## config.mk

```make
export PLATFORM = sky130hd
export DESIGN_NAME = color_core_sched
export DESIGN_NICKNAME = d
export VERILOG_FILES = /design/src/rtl/color_core_sched.sv
export SDC_FILE = /design/constraint.sdc
export NUM_CORES = 1
export LEC_CHECK = 0
export BUFFER_PORTS_ARGS = -buffer_cell sky130_fd_sc_hd__clkbuf_2
export CAP_MARGIN = 20
export CORE_UTILIZATION = 31
export CTS_CLUSTER_DIAMETER = 120
export CTS_CLUSTER_SIZE = 25
export DETAILED_ROUTE_END_ITERATION = 10
export PLACE_DENSITY = 0.63
export SKIP_LAST_GASP = 1
export SYNTH_ARGS = -nofsm -noshare
export SYNTH_HDL_FRONTEND = slang
export SYNTH_SLANG_ARGS = --single-unit
```

## constraint.sdc

```tcl
create_clock -name ap_clk -period 2.74 [get_ports ap_clk]
set_input_delay 0.548 -clock ap_clk [delete_from_list [all_inputs] [get_ports ap_clk]]
set_output_delay 0.548 -clock ap_clk [all_outputs]
set_load 0.005 [all_outputs]
```

## src/rtl/color_core_sched.sv

```systemverilog
// Round-robin dispatcher from one AXI-Stream task source to N_CORES ap_ctrl-style task cores.
// Optional SCHED_STATS_EN adds per-core dispatch counters and a global completion counter.
module color_core_sched #(
    parameter int unsigned N_CORES  = 4,
    parameter int unsigned TQ_WIDTH = 32
) (
    input  logic                          ap_clk,
    input  logic                          ap_rst_n,
    input  logic [TQ_WIDTH-1:0]           s_task_TDATA,
    input  logic                          s_task_TVALID,
    output logic                          s_task_TREADY,
    input  logic                          pause,
    output logic [N_CORES-1:0]            core_ap_start,
    output logic [N_CORES*TQ_WIDTH-1:0]   core_task_in,
    input  logic [N_CORES-1:0]            core_ap_ready,
    input  logic [N_CORES-1:0]            core_ap_done,
    output logic [$clog2(N_CORES+1)-1:0]  n_busy,
    output logic                          all_idle,
    output logic [2*N_CORES-1:0]          sched_state
`ifdef SCHED_STATS_EN
    ,
    output logic [N_CORES*32-1:0]         stat_dispatched,
    output logic [31:0]                   stat_completed
`endif
);

    localparam int unsigned PTR_W = (N_CORES > 1) ? $clog2(N_CORES) : 1;
    localparam int unsigned CNT_W = $clog2(N_CORES + 1);

    typedef enum logic [1:0] {
        StFree  = 2'd0,
        StStart = 2'd1,
        StRun   = 2'd2
    } state_e;

    state_e              r_state [N_CORES];
    logic [TQ_WIDTH-1:0] r_task  [N_CORES];
    logic [PTR_W-1:0]    r_ptr;
    logic                r_active;

    logic [N_CORES-1:0]  w_free;
    logic [N_CORES-1:0]  w_grant_oh;
    logic [PTR_W-1:0]    w_next_ptr;
    logic                w_fire;
    logic [CNT_W-1:0]    w_n_busy;
    logic [CNT_W-1:0]    w_n_done;

    always_comb begin
        w_n_busy = '0;
        w_n_done = '0;
        for (int i = 0; i < N_CORES; i++) begin
            w_free[i] = (r_state[i] == StFree);
            w_n_busy  = w_n_busy + CNT_W'(!w_free[i]);
            w_n_done  = w_n_done + CNT_W'((r_state[i] == StRun) && core_ap_done[i]);
        end
    end

    // r_active keeps TREADY low while reset is asserted and until the first clock after release
    assign s_task_TREADY = r_active && !pause && (|w_free);
    assign w_fire        = s_task_TVALID && s_task_TREADY;
    assign n_busy        = w_n_busy;
    assign all_idle      = &w_free;

    // Scan candidates starting at the pointer, wrapping modulo N_CORES; first FREE core wins
    always_comb begin
        logic             found;
        logic [PTR_W:0]   sum;
        logic [PTR_W:0]   nxt;
        logic [PTR_W-1:0] idx;
        found      = 1'b0;
        sum        = '0;
        nxt        = '0;
        idx        = '0;
        w_grant_oh = '0;
        w_next_ptr = r_ptr;
        for (int k = 0; k < N_CORES; k++) begin
            sum = {1'b0, r_ptr} + (PTR_W+1)'(k);
            if (sum >= (PTR_W+1)'(N_CORES)) sum = sum - (PTR_W+1)'(N_CORES);
            idx = sum[PTR_W-1:0];
            if (!found && w_free[idx]) begin
                found           = 1'b1;
                w_grant_oh[idx] = 1'b1;
                nxt             = {1'b0, idx} + (PTR_W+1)'(1);
                if (nxt >= (PTR_W+1)'(N_CORES)) nxt = '0;
                w_next_ptr      = nxt[PTR_W-1:0];
            end
        end
    end

    always_ff @(posedge ap_clk or negedge ap_rst_n) begin
        if (!ap_rst_n) begin
            r_active <= 1'b0;
            r_ptr    <= '0;
            for (int i = 0; i < N_CORES; i++) begin
                r_state[i] <= StFree;
                r_task[i]  <= '0;
            end
        end else begin
            r_active <= 1'b1;
            if (w_fire) r_ptr <= w_next_ptr;
            for (int i = 0; i < N_CORES; i++) begin
                unique case (r_state[i])
                    StFree: begin
                        if (w_fire && w_grant_oh[i]) begin
                            r_state[i] <= StStart;
                            r_task[i]  <= s_task_TDATA;
                        end
                    end
                    StStart: if (core_ap_ready[i]) r_state[i] <= StRun;
                    StRun:   if (core_ap_done[i])  r_state[i] <= StFree;
                    default: r_state[i] <= StFree;
                endcase
            end
        end
    end

`ifdef SCHED_STATS_EN
    logic [31:0] r_disp [N_CORES];
    logic [31:0] r_comp;

    always_ff @(posedge ap_clk or negedge ap_rst_n) begin
        if (!ap_rst_n) begin
            r_comp <= '0;
            for (int i = 0; i < N_CORES; i++) r_disp[i] <= '0;
        end else begin
            r_comp <= r_comp + 32'(w_n_done);
            for (int i = 0; i < N_CORES; i++) begin
                if (w_fire && w_grant_oh[i]) r_disp[i] <= r_disp[i] + 32'd1;
            end
        end
    end

    assign stat_completed = r_comp;
`endif

    for (genvar g = 0; g < N_CORES; g++) begin : g_out
        assign core_ap_start[g]                      = (r_state[g] == StStart);
        assign core_task_in[g*TQ_WIDTH +: TQ_WIDTH]  = r_task[g];
        assign sched_state[2*g +: 2]                 = r_state[g];
`ifdef SCHED_STATS_EN
        assign stat_dispatched[32*g +: 32]           = r_disp[g];
`endif
    end

endmodule

```

==> flow_summary_export.csv, run 1 <==
group,metric,value,unit
critical_path,path_class,"flop to output pin",
logic_synthesis,ys_types,41,
place,post_dp_cell_area,7300,um^2
die,coreArea,18800,um^2
sta,fin_setup_tns,0,ps
logic_synthesis,syn_area_per_cell,15.3,um^2
die,io_pins,189,
logic_synthesis,synth.cell_area,5940,um^2
global_route,grt_pass1_wl,23300,um
clocking,clock_sinks,139,
clocking,clockBufferDepth,2,
final_layout,final_area,7960,um^2
pwr,leakage,3.98,nW
global_route,antenna_found_initial,0,
critical_path,critPathArrivalTime,2130,ps
logic_synthesis,yosys-top-cells-count,"dfrtp_1 (139), mux2_1 (52), mux2_2 (49)",
clocking,insertion_delay,420,ps
flow_run,maxCapViolCount,0,
critical_path,worst_path_largest_cell_delay,450,ps
die,rows,50,
clocking,cts_buffers,17,
detailed_routing,drt-vias-per-instance,4.72,
logic_synthesis,netlist_instances,388,
critical_path,crit_fanout,4,
detailed_routing,vias,4017,
final_layout,area_growth,34.0,%
logic_synthesis,ys_ff_latch,139,
sta,fin_worst_skew,8.85,ps
detailed_routing,drt-pass1-iter-count,4,
global_route,grtUsageTotal,15.1,%
die,die_area,19700,um^2
clocking,tritoncts,"done",
logic_synthesis,yosys_warnings,0,
detailed_routing,drt_iter0_drc,156,
final_layout,n_antenna_cell,0,
critical_path,cp_cell_sequence,"nor2_4, inv_1, buf_4, fa_1, and2_4, ha_1, clkbuf_2",
logic_synthesis,synth_ff_type,"dfrtp_1",
detailed_routing,drt-wirelength-per-cell,16.5,um
clocking,clock-root-buffer,"clkbuf_16",
critical_path,cp-start-kind,"flop",
global_route,grt_max_degree,79,
die,chipWidth,140,um
global_route,first_global_vias,4260,
sta,rsz0062_at_grt,"true",
detailed_routing,ant_nets,0,
critical_path,critPathLaunch,"sched_state[1]$_DFFE_PN0P_",
logic_synthesis,yosys.area.top_type_share,58.6,%
logic_synthesis,ys_seq_area_share,58.6,%
logic_synthesis,synth.most_common_cell,"dfrtp_1",
clocking,cts.clk_slew.worst_paths,60,ps
worst_hold_path,hp-start,"core_ap_ready[3]",
critical_path,reg2reg_from,"r_ptr[0]$_DFFE_PN0P_",
sta,fin_crit,2670,ps
clocking,h-tree-depth,4,
place,place_hpwl,9870,um
final_layout,fillCellCount,1759,
logic_synthesis,syn_nets,443,
critical_path,slowest_stage,"fa_1",
worst_hold_path,min_path_type,"input port to flop",
logic_synthesis,synth_edf_count,0,
logic_synthesis,synth_area_leader_cell,"dfrtp_1",
sta,finalCritPeriodShare,97.6,%
pwr,total_power,9.03,mW
place,gp_congestion,0.869,
logic_synthesis,async_flop_share,100,%
sta,finalHoldViolCount,0,
final_layout,drive_gt1_share,55.1,%
detailed_routing,drc,0,
critical_path,end_kind,"output pin",
pwr,powerDensity,1130,nW/um^2
die,dieHeight,140,um
die,initial_utilization,31.6,%
sta,setup_viol,0,
logic_synthesis,synth.area.top_cells,"dfrtp_1 (59%), mux2_1 (9.9%), mux2_2 (9.3%)",
sta,drv_slew,0,
outcome,status,"finished clean",
pwr,vdd_drop_max,0.440,mV
global_route,grt-ovfl-total,0,
detailed_routing,drt_wl_total,14100,um
critical_path,cp.required,2190,ps
place,numPortBuffers,188,
final_layout,layout.nets,659,
sta,fmax,0.374,GHz
[cell families (layout without fill, tap and decap cells)]
logic type      Yosys count  count (layout)  share of synthesized area (%)
xor+xnor                  1               1                          0.148
compound gates           29              29                           3.52
other cells               1               1                         0.0632
flops                   139             139                           58.6
simple gates             47              47                           4.34
mux                     136             136                           27.9
buf+inv                  24             253                           2.99
fa+ha+maj                11              11                           2.44
[per-layer routing]
| metal | track usage [%] | vias to the layer above | routed length (um) |
|---|---|---|---|
| met5 | 0 | - | 0 |
| met2 | 24.9 | 136 | 6950 |
| met1 | 18.6 | 2037 | 6050 |
| met4 | 7.81 | 0 | 383 |
| met3 | 3.28 | 25 | 694 |
| li1 | - | 1819 | - |
[cell usage in the layout, fill, tap and decap left out, types with 7 or more instances in the layout]
| master | count |
|---|---|
| buf_4 | 16 |
| clkbuf_2 | 187 |
| o21ai_0 | 9 |
| ha_1 | 9 |
| mux2_1 | 52 |
| dfrtp_1 | 136 |
| clkbuf_16 | 17 |
| mux2_2 | 49 |
| nand2_1 | 10 |
| mux2_4 | 29 |
| inv_1 | 7 |
| buf_12 | 7 |
[state kept, by name (all words and copies together), names as in the netlist]
signal	flops
core_task_in	128
sched_state	8
r_ptr	2
r_active	1
[path summary, 6_finish.rpt]
kind,end,depth (start not counted),slack [ps]
worst max-delay path,n_busy[1],7,70
min in group asynchronous,core_task_in[88]$_DFFE_PN0P_,2,550
worst min register to register,core_task_in[21]$_DFFE_PN0P_,1,490
worst min-delay path,sched_state[7]$_DFFE_PN0P_,3,360
worst max register to register,core_task_in[79]$_DFFE_PN0P_,8,130
max in group asynchronous,r_ptr[1]$_DFFE_PN0P_,3,1410
[where the power goes]
| group | switching (mW) | internal, mW | leakage (nW) |
|---|---|---|---|
| Sequential | 0.526 | 3.01 | 1.73 |
| Clock | 0.949 | 1.32 | 0.279 |
| Combinational | 1.41 | 1.82 | 1.96 |
| Total | 2.88 | 6.15 | 3.98 |
[layout make-up]
cell class	count	area, um^2	share of cell area (%)
Clock buffer	19	453	5.69
Clock inverter	13	130	1.64
Inverter	9	36.3	0.456
Multi-Input combinational cell	225	2350	29.5
Sequential cell	139	3480	43.8
Tap cell	234	293	3.68
Timing Repair Buffer	212	1220	15.3
[critical path: cells and delay by family, from the launching register on]
kind	cells	cell delay, ps
flip-flops	1	420
AND/OR/NAND/NOR	2	280
adder cells (fa/ha/maj)	2	710
buffers and inverters	3	320
[stage by stage]
stage,util (%),cells,hold slack (ps),setup WS (ps)
floorplan,-,388,252,8.22
global placement,38.9,812,412,188
detailed placement,38.9,812,421,113
CTS,42.3,850,336,4.33
global route,42.4,851,347,-37.7
finish,42.4,851,363,65.8
[repair_timing]
item | 4_1_cts | 5_1_grt
endpoints found under the hold margin | 23 | 0
pin swaps | 3 | 1
hold buffers | 1 | 0
buffers inserted | 6 | 1
resized for setup | 7 | 2
endpoints found under the setup margin | 3 | 38
(Power assumes the default switching activity.)
==> run 2, diff against run 1 <==
==> constraint.sdc (replaced) <==
create_clock -name ap_clk -period 2.74 [get_ports ap_clk]
set_input_delay 0.137 -clock ap_clk [delete_from_list [all_inputs] [get_ports ap_clk]]
set_output_delay 0.137 -clock ap_clk [all_outputs]
set_load 0.005 [all_outputs]
==> run 2 against run 1 <==
  * Via count increased by 1.7%
  * Routed wire length up 0.89%
  * Critical path depth did not move
  * Clock power is 8% higher
  * First-iteration DRC count rose by 29%
  * Global-route usage about the same
  * Register-to-register slack lost 30 ps
  * Largest power group unchanged
==> flow_summary_export.csv, run 2 (synthesized netlist as in run 1, its figures left out) <==
group,metric,value,unit
critical_path,crit_fanout,22,
global_route,first_global_vias,4418,
clocking,insertion_delay,420,ps
sta,fmax,0.379,GHz
sta,finalCritPeriodShare,96.3,%
die,coreArea,18800,um^2
place,numPortBuffers,188,
final_layout,layout.nets,693,
final_layout,layout_commonest_cell,"clkbuf_2",
clocking,clock_sinks,139,
critical_path,rr_worst_depth,7,
global_route,antenna_found_initial,0,
sta,slew_headroom,41.3,%
sta,drv_slew,0,
critical_path,crit_buf_inv,1,
pwr,total_power,9.23,mW
detailed_routing,ant_nets,0,
clocking,clockBufferDepth,2,
detailed_routing,drt-wirelength-per-cell,16.0,um
detailed_routing,drt-vias-per-instance,4.62,
final_layout,final_cell_mix,"clkbuf_2 (187), dfrtp_1 (138), mux2_1 (52)",
critical_path,r2r_slack,100,ps
clocking,clock-root-buffer,"clkbuf_16",
clocking,tritoncts,"done",
critical_path,end_kind,"flop",
global_route,grt-ovfl-total,0,
clocking,cts.clk_slew.worst_paths,60,ps
critical_path,reg2reg_from,"sched_state[5]$_DFFE_PN0P_",
die,io_pins,189,
global_route,use_met1,18.0,%
critical_path,critPathArrivalTime,2930,ps
sta,setup_viol,0,
detailed_routing,drc,0,
pwr,p_switching,2.82,mW
die,rows,50,
global_route,grtUsageTotal,15.1,%
detailed_routing,vias,4086,
critical_path,cp-start-kind,"flop",
critical_path,cp.required,3040,ps
worst_hold_path,worst_hold_path.endpoint,"core_task_in[96]$_DFFE_PN0P_",
detailed_routing,drt_iter0_drc,201,
outcome,status,"finished clean",
critical_path,worst_path_largest_cell_delay,610,ps
global_route,grt_use_met3,4.24,%
place,place_hpwl,9680,um
clocking,h-tree-depth,4,
pwr,power_frac_comb,35.1,%
worst_hold_path,hold_depth,2,
critical_path,critical_path.top_delay_family,"multiplexers",
final_layout,largest_reg_flops,128,
detailed_routing,drt_wl_total,14200,um
pwr,powerDensity,1100,nW/um^2
sta,fin_crit,2640,ps
global_route,grt-busiest-layer,"met2",
critical_path,r2r_end,"core_task_in[10]$_DFFE_PN0P_",
critical_path,path_class,"flop to flop",
critical_path,cp_cell_sequence,"or2_1, mux4_2, nor2_4, a22oi_1, a21oi_4, buf_12, mux2_2",
sta,tightestPinTransition,880,ps
pwr,pwr-share-clk,26.5,%
die,initial_utilization,31.6,%
die,chipWidth,140,um
pwr,power_frac_seq,38.4,%
place,post_dp_cell_area,7300,um^2
critical_path,slowest_stage,"mux4_2",
place,gp_congestion,0.842,
global_route,grt_pass1_wl,23100,um
pwr,switching_share,30.5,%
final_layout,multi_input_area,2330,um^2
final_layout,drive_gt1_share,50.7,%
detailed_routing,drt-pass1-iter-count,4,
sta,finalHoldViolCount,0,
worst_hold_path,hp-start,"s_task_TDATA[0]",
final_layout,area_growth,40.7,%
die,dieHeight,140,um
final_layout,final_area,8360,um^2
die,die_area,19700,um^2
global_route,use_met2,25.6,%
worst_hold_path,min_path_type,"input port to flop",
final_layout,fillCellCount,1708,
pwr,p_int,6.41,mW
global_route,grt_max_degree,99,
flow_run,maxCapViolCount,0,
clocking,cts_buffers,17,
pwr,vdd_drop_max,0.473,mV
final_layout,regArea,3480,um^2
final_layout,n_antenna_cell,0,
sta,fin_worst_skew,13.5,ps
pwr,leakage,4.15,nW
run 2: cell types whose count changed in the layout (fill, tap and decap cells not counted), sizes merged:
cell and change:
inv -4, clkinv +2, bufinv +3, dlygate4sd3 +39
clkinvlp -1, buf -5
run 2: how the worst max path moves through the flow:
stage	startpoint	endpoint	slack [ps]	depth (start not counted)
final	sched_state[5]$_DFFE_PN0P_	core_task_in[10]$_DFFE_PN0P_	100	7
after global routing	sched_state[5]$_DFFE_PN0P_	core_task_in[17]$_DFFE_PN0P_	-8	7
after CTS	sched_state[4]$_DFFE_PN0P_	core_task_in[9]$_DFFE_PN0P_	110	7
after detailed placement	r_ptr[1]$_DFFE_PN0P_	core_task_in[9]$_DFFE_PN0P_	120	8
after global placement	r_ptr[1]$_DFFE_PN0P_	core_task_in[3]$_DFFE_PN0P_	190	8
after floorplan	r_ptr[0]$_DFFE_PN0P_	core_task_in[64]$_DFFE_PN0P_	8	10
run 2: stage by stage:
stage,util (%),worst slack (ps),cells,TNS [ps],hold WS (ps)
after floorplan,-,8.22,388,0,-159
after global placement,38.9,192,811,0,279
after detailed placement,38.9,122,811,0,293
after CTS,44.4,111,883,0,38.2
after global routing,44.5,-7.95,885,-34.8,49.7
final,44.5,101,885,0,37.3
run 2: power by group through the flow:
stage	sequential, mW	combinational [mW]	clock, mW
floorplan	3.60	1.58	0
detailed placement	3.57	3.18	0
global placement	3.52	3.08	0
CTS	3.55	3.25	2.52
global route	3.68	3.54	2.60
finish	3.54	3.24	2.45
run 2: layout make-up:
cell class,count,area share (%)
flip-flops and latches,139,41.6
clock inverters,13,2.26
multi-input cells,225,27.9
clock buffers,19,5.30
repair buffers,246,18.9
inverters,9,0.434
well taps,234,3.50
run 2: repair_timing:
item / in CTS / in global routing
endpoints found under the hold margin: 218 / 0
endpoints found under the setup margin: 0 / 61
buffers inserted: 0 / 2
gates resized for setup: 0 / 3
hold buffers: 40 / 0
run 2: routing by layer:
metal	routed length [um]	share of wire, %
met1	6200	44
met2	7120	50
met3	618	4.4
met4	262	1.8
met5	0	0
==> run 3, diff against run 2 <==
--- a/config.mk
+++ b/config.mk
@@ -5,6 +5,7 @@
 export SDC_FILE = /design/constraint.sdc
 export NUM_CORES = 1
 export LEC_CHECK = 0
+export ABC_AREA = 1
 export BUFFER_PORTS_ARGS = -buffer_cell sky130_fd_sc_hd__clkbuf_2
 export CAP_MARGIN = 20
 export CORE_UTILIZATION = 31
@@ -12,6 +13,7 @@
 export CTS_CLUSTER_SIZE = 25
 export DETAILED_ROUTE_END_ITERATION = 10
 export PLACE_DENSITY = 0.63
+export SETUP_SLACK_MARGIN = 0.2
 export SKIP_LAST_GASP = 1
 export SYNTH_ARGS = -nofsm -noshare
 export SYNTH_HDL_FRONTEND = slang
==> run 3 against run 2 <==
  * Sequential power decreased by 4%
  * Via count increased by 39%
  * Die area increased by 5.4%
  * Critical path type is now flop to output pin
  * Highest routed layer unchanged
==> flow_summary_export.csv, run 3 <==
group,metric,value,unit
final_layout,layout.nets,987,
flow_run,maxCapViolCount,0,
detailed_routing,drc,0,
clocking,clockBufferDepth,2,
clocking,clock_sinks,139,
sta,hold-worst-slack,6.60,ps
sta,fmax,0.413,GHz
place,place_hpwl,13100,um
critical_path,r2r_end,"core_task_in[115]$_DFFE_PN0P_",
pwr,powerDensity,1170,nW/um^2
pwr,vdd_drop_max,0.776,mV
clocking,h-tree-depth,4,
logic_synthesis,yosys_warnings,0,
sta,fin_crit,2420,ps
final_layout,fillCellCount,2017,
logic_synthesis,syn_area_per_cell,8.76,um^2
logic_synthesis,syn_nets,770,
sta,finalHoldViolCount,0,
place,gp_congestion,0.786,
logic_synthesis,synth.area.top_cells,"dfrtp_1 (56%), nand2_1 (19%), nand3_1 (11%)",
critical_path,cp.required,2600,ps
logic_synthesis,ys_types,21,
logic_synthesis,async_flop_share,100,%
final_layout,layout_commonest_cell,"nand2_1",
sta,drv_slew,0,
critical_path,critPathArrivalTime,2280,ps
pwr,leakage,4.78,nW
clocking,cts_buffers,17,
die,rows,51,
detailed_routing,drt-pass1-iter-count,5,
final_layout,area_growth,33.9,%
die,dieHeight,144,um
final_layout,drive_gt1_share,28.1,%
logic_synthesis,ys_ff_latch,139,
sta,fin_worst_skew,14.0,ps
critical_path,crit_end,"n_busy[1]",
global_route,grt-ovfl-total,0,
place,numPortBuffers,188,
critical_path,end_kind,"output pin",
logic_synthesis,ys_seq_area_share,55.6,%
detailed_routing,drt_wl_total,19300,um
clocking,post_cts_buffers,0,
logic_synthesis,synth.most_common_cell,"nand2_1",
sta,setup_viol,0,
worst_hold_path,min_path_type,"input port to flop",
critical_path,r2r_slack,380,ps
sta,slew_headroom,54.4,%
sta,rsz0062_at_grt,"true",
detailed_routing,ant_nets,0,
critical_path,crit_fanout,5,
global_route,grtUsageTotal,19.7,%
die,coreArea,19700,um^2
logic_synthesis,yosys-top-cells-count,"nand2_1 (315), nand3_1 (142), dfrtp_1 (139)",
sta,fin_setup_tns,0,ps
clocking,cts.clk_slew.worst_paths,60,ps
logic_synthesis,netlist_instances,715,
detailed_routing,drt_iter0_drc,371,
die,chipWidth,144,um
critical_path,cp-start-kind,"flop",
critical_path,reg2reg_from,"r_ptr[1]$_DFFE_PN0P_",
sta,tightestPinTransition,685,ps
pwr,total_power,9.83,mW
final_layout,regArea,3480,um^2
final_layout,fin_util,42.7,%
global_route,first_global_vias,5465,
logic_synthesis,synth_edf_count,0,
logic_synthesis,yosys.area.top_type_share,55.6,%
die,io_pins,189,
critical_path,critPathLaunch,"sched_state[1]$_DFFE_PN0P_",
final_layout,largest_reg_flops,128,
global_route,grt_max_degree,70,
clocking,tritoncts,"done",
die,die_area,20800,um^2
final_layout,final_cell_mix,"nand2_1 (315), clkbuf_2 (187), nand3_1 (142)",
sta,finalCritPeriodShare,88.3,%
outcome,status,"finished clean",
clocking,insertion_delay,430,ps
final_layout,multi_input_area,2460,um^2
final_layout,n_antenna_cell,0,
die,initial_utilization,31.9,%
place,dpl_worst_slack,236,ps
logic_synthesis,synth_ff_type,"dfrtp_1",
logic_synthesis,synth_area_leader_cell,"dfrtp_1",
detailed_routing,drt-wirelength-per-cell,16.0,um
clocking,clock-root-buffer,"clkbuf_16",
critical_path,path_class,"flop to output pin",
logic_synthesis,synth.cell_area,6260,um^2
global_route,grt_pass1_wl,30700,um
detailed_routing,vias,5671,
sta,setup_slack,320,ps
global_route,antenna_found_initial,0,
detailed_routing,drt-vias-per-instance,4.69,
critical_path,rr_worst_depth,12,
run 3: changes by cell type in the layout (fill, tap and decap cells not counted), moves of 11 or more:
cell / change
mux2_2: -49
mux2_1: -52
nand3_1: +138
mux2_4: -29
nand2_1: +305
dlygate4sd3_1: -11
run 3: how the worst min path moves through the flow:
stage / from / end / slack (ps) / depth (start not counted)
after global routing: s_task_TDATA[25] / core_task_in[89]$_DFFE_PN0P_ / 9 / 3
after global placement: ap_rst_n / core_task_in[41]$_DFFE_PN0P_ / 180 / 1
final: s_task_TDATA[2] / core_task_in[2]$_DFFE_PN0P_ / 7 / 3
after floorplan: ap_rst_n / core_task_in[0]$_DFFE_PN0P_ / -160 / 0
after CTS: s_task_TDATA[13] / core_task_in[13]$_DFFE_PN0P_ / 4 / 3
after detailed placement: ap_rst_n / core_task_in[42]$_DFFE_PN0P_ / 200 / 1
run 3: layout make-up:
cell class                 instances  share of cell area [%]
inverter                          20                   0.895
clock inverter                    14                    2.28
clock buffer                      18                    5.24
tap                              265                    3.95
sequential                       139                    41.5
timing repair buffer             234                    16.8
multi-input combinational        520                    29.4
run 3: what timing repair did:
item,CTS,global route
hold buffers,29,0
setup endpoints to repair,0,133
hold endpoints to repair,125,0
resized for setup,0,7
run 3: cells by family after synthesis:
kind of cell               Yosys count  share of synthesized area (%)
DFF                                139                           55.6
AOI/OAI and AO/OA                   13                           1.38
other                                1                         0.0599
buffers and inverters               56                           5.76
and+or+nand+nor                    495                           34.9
adders and majority gates           11                           2.32
run 3: per-stage QoR:
| stage | instances | area [um^2] |
|---|---|---|
| 3_5_place_dp | 1149 | 7430 |
| 4_1_cts | 1210 | 8360 |
| 5_1_grt | 1210 | 8390 |
| 6_report | 1210 | 8390 |
| 2_1_floorplan | 715 | 6260 |
| 3_3_place_gp | 1149 | 7430 |
run 3: critical path, cell delays in order (launching register included):
cell and delay, ps:
dfrtp_1 420, nor2_2 150, inv_1 140, fa_1 570, inv_1 40, nor2_1 170
ha_1 260, clkbuf_2 110
run 3: where the power goes:
| part | switching, mW | internal, mW |
|---|---|---|
| Sequential | 0.522 | 2.87 |
| Clock | 0.920 | 1.55 |
| Combinational | 2.45 | 1.52 |
| Total | 3.89 | 5.94 |
run 3: per-layer routing:
layer	GRT usage [%]	vias up	part of all wire, %
met5	0	-	0
met1	25.9	2738	45
li1	-	2728	-
met3	4.74	15	6.3
met4	6.22	0	1.3
met2	31.7	190	47
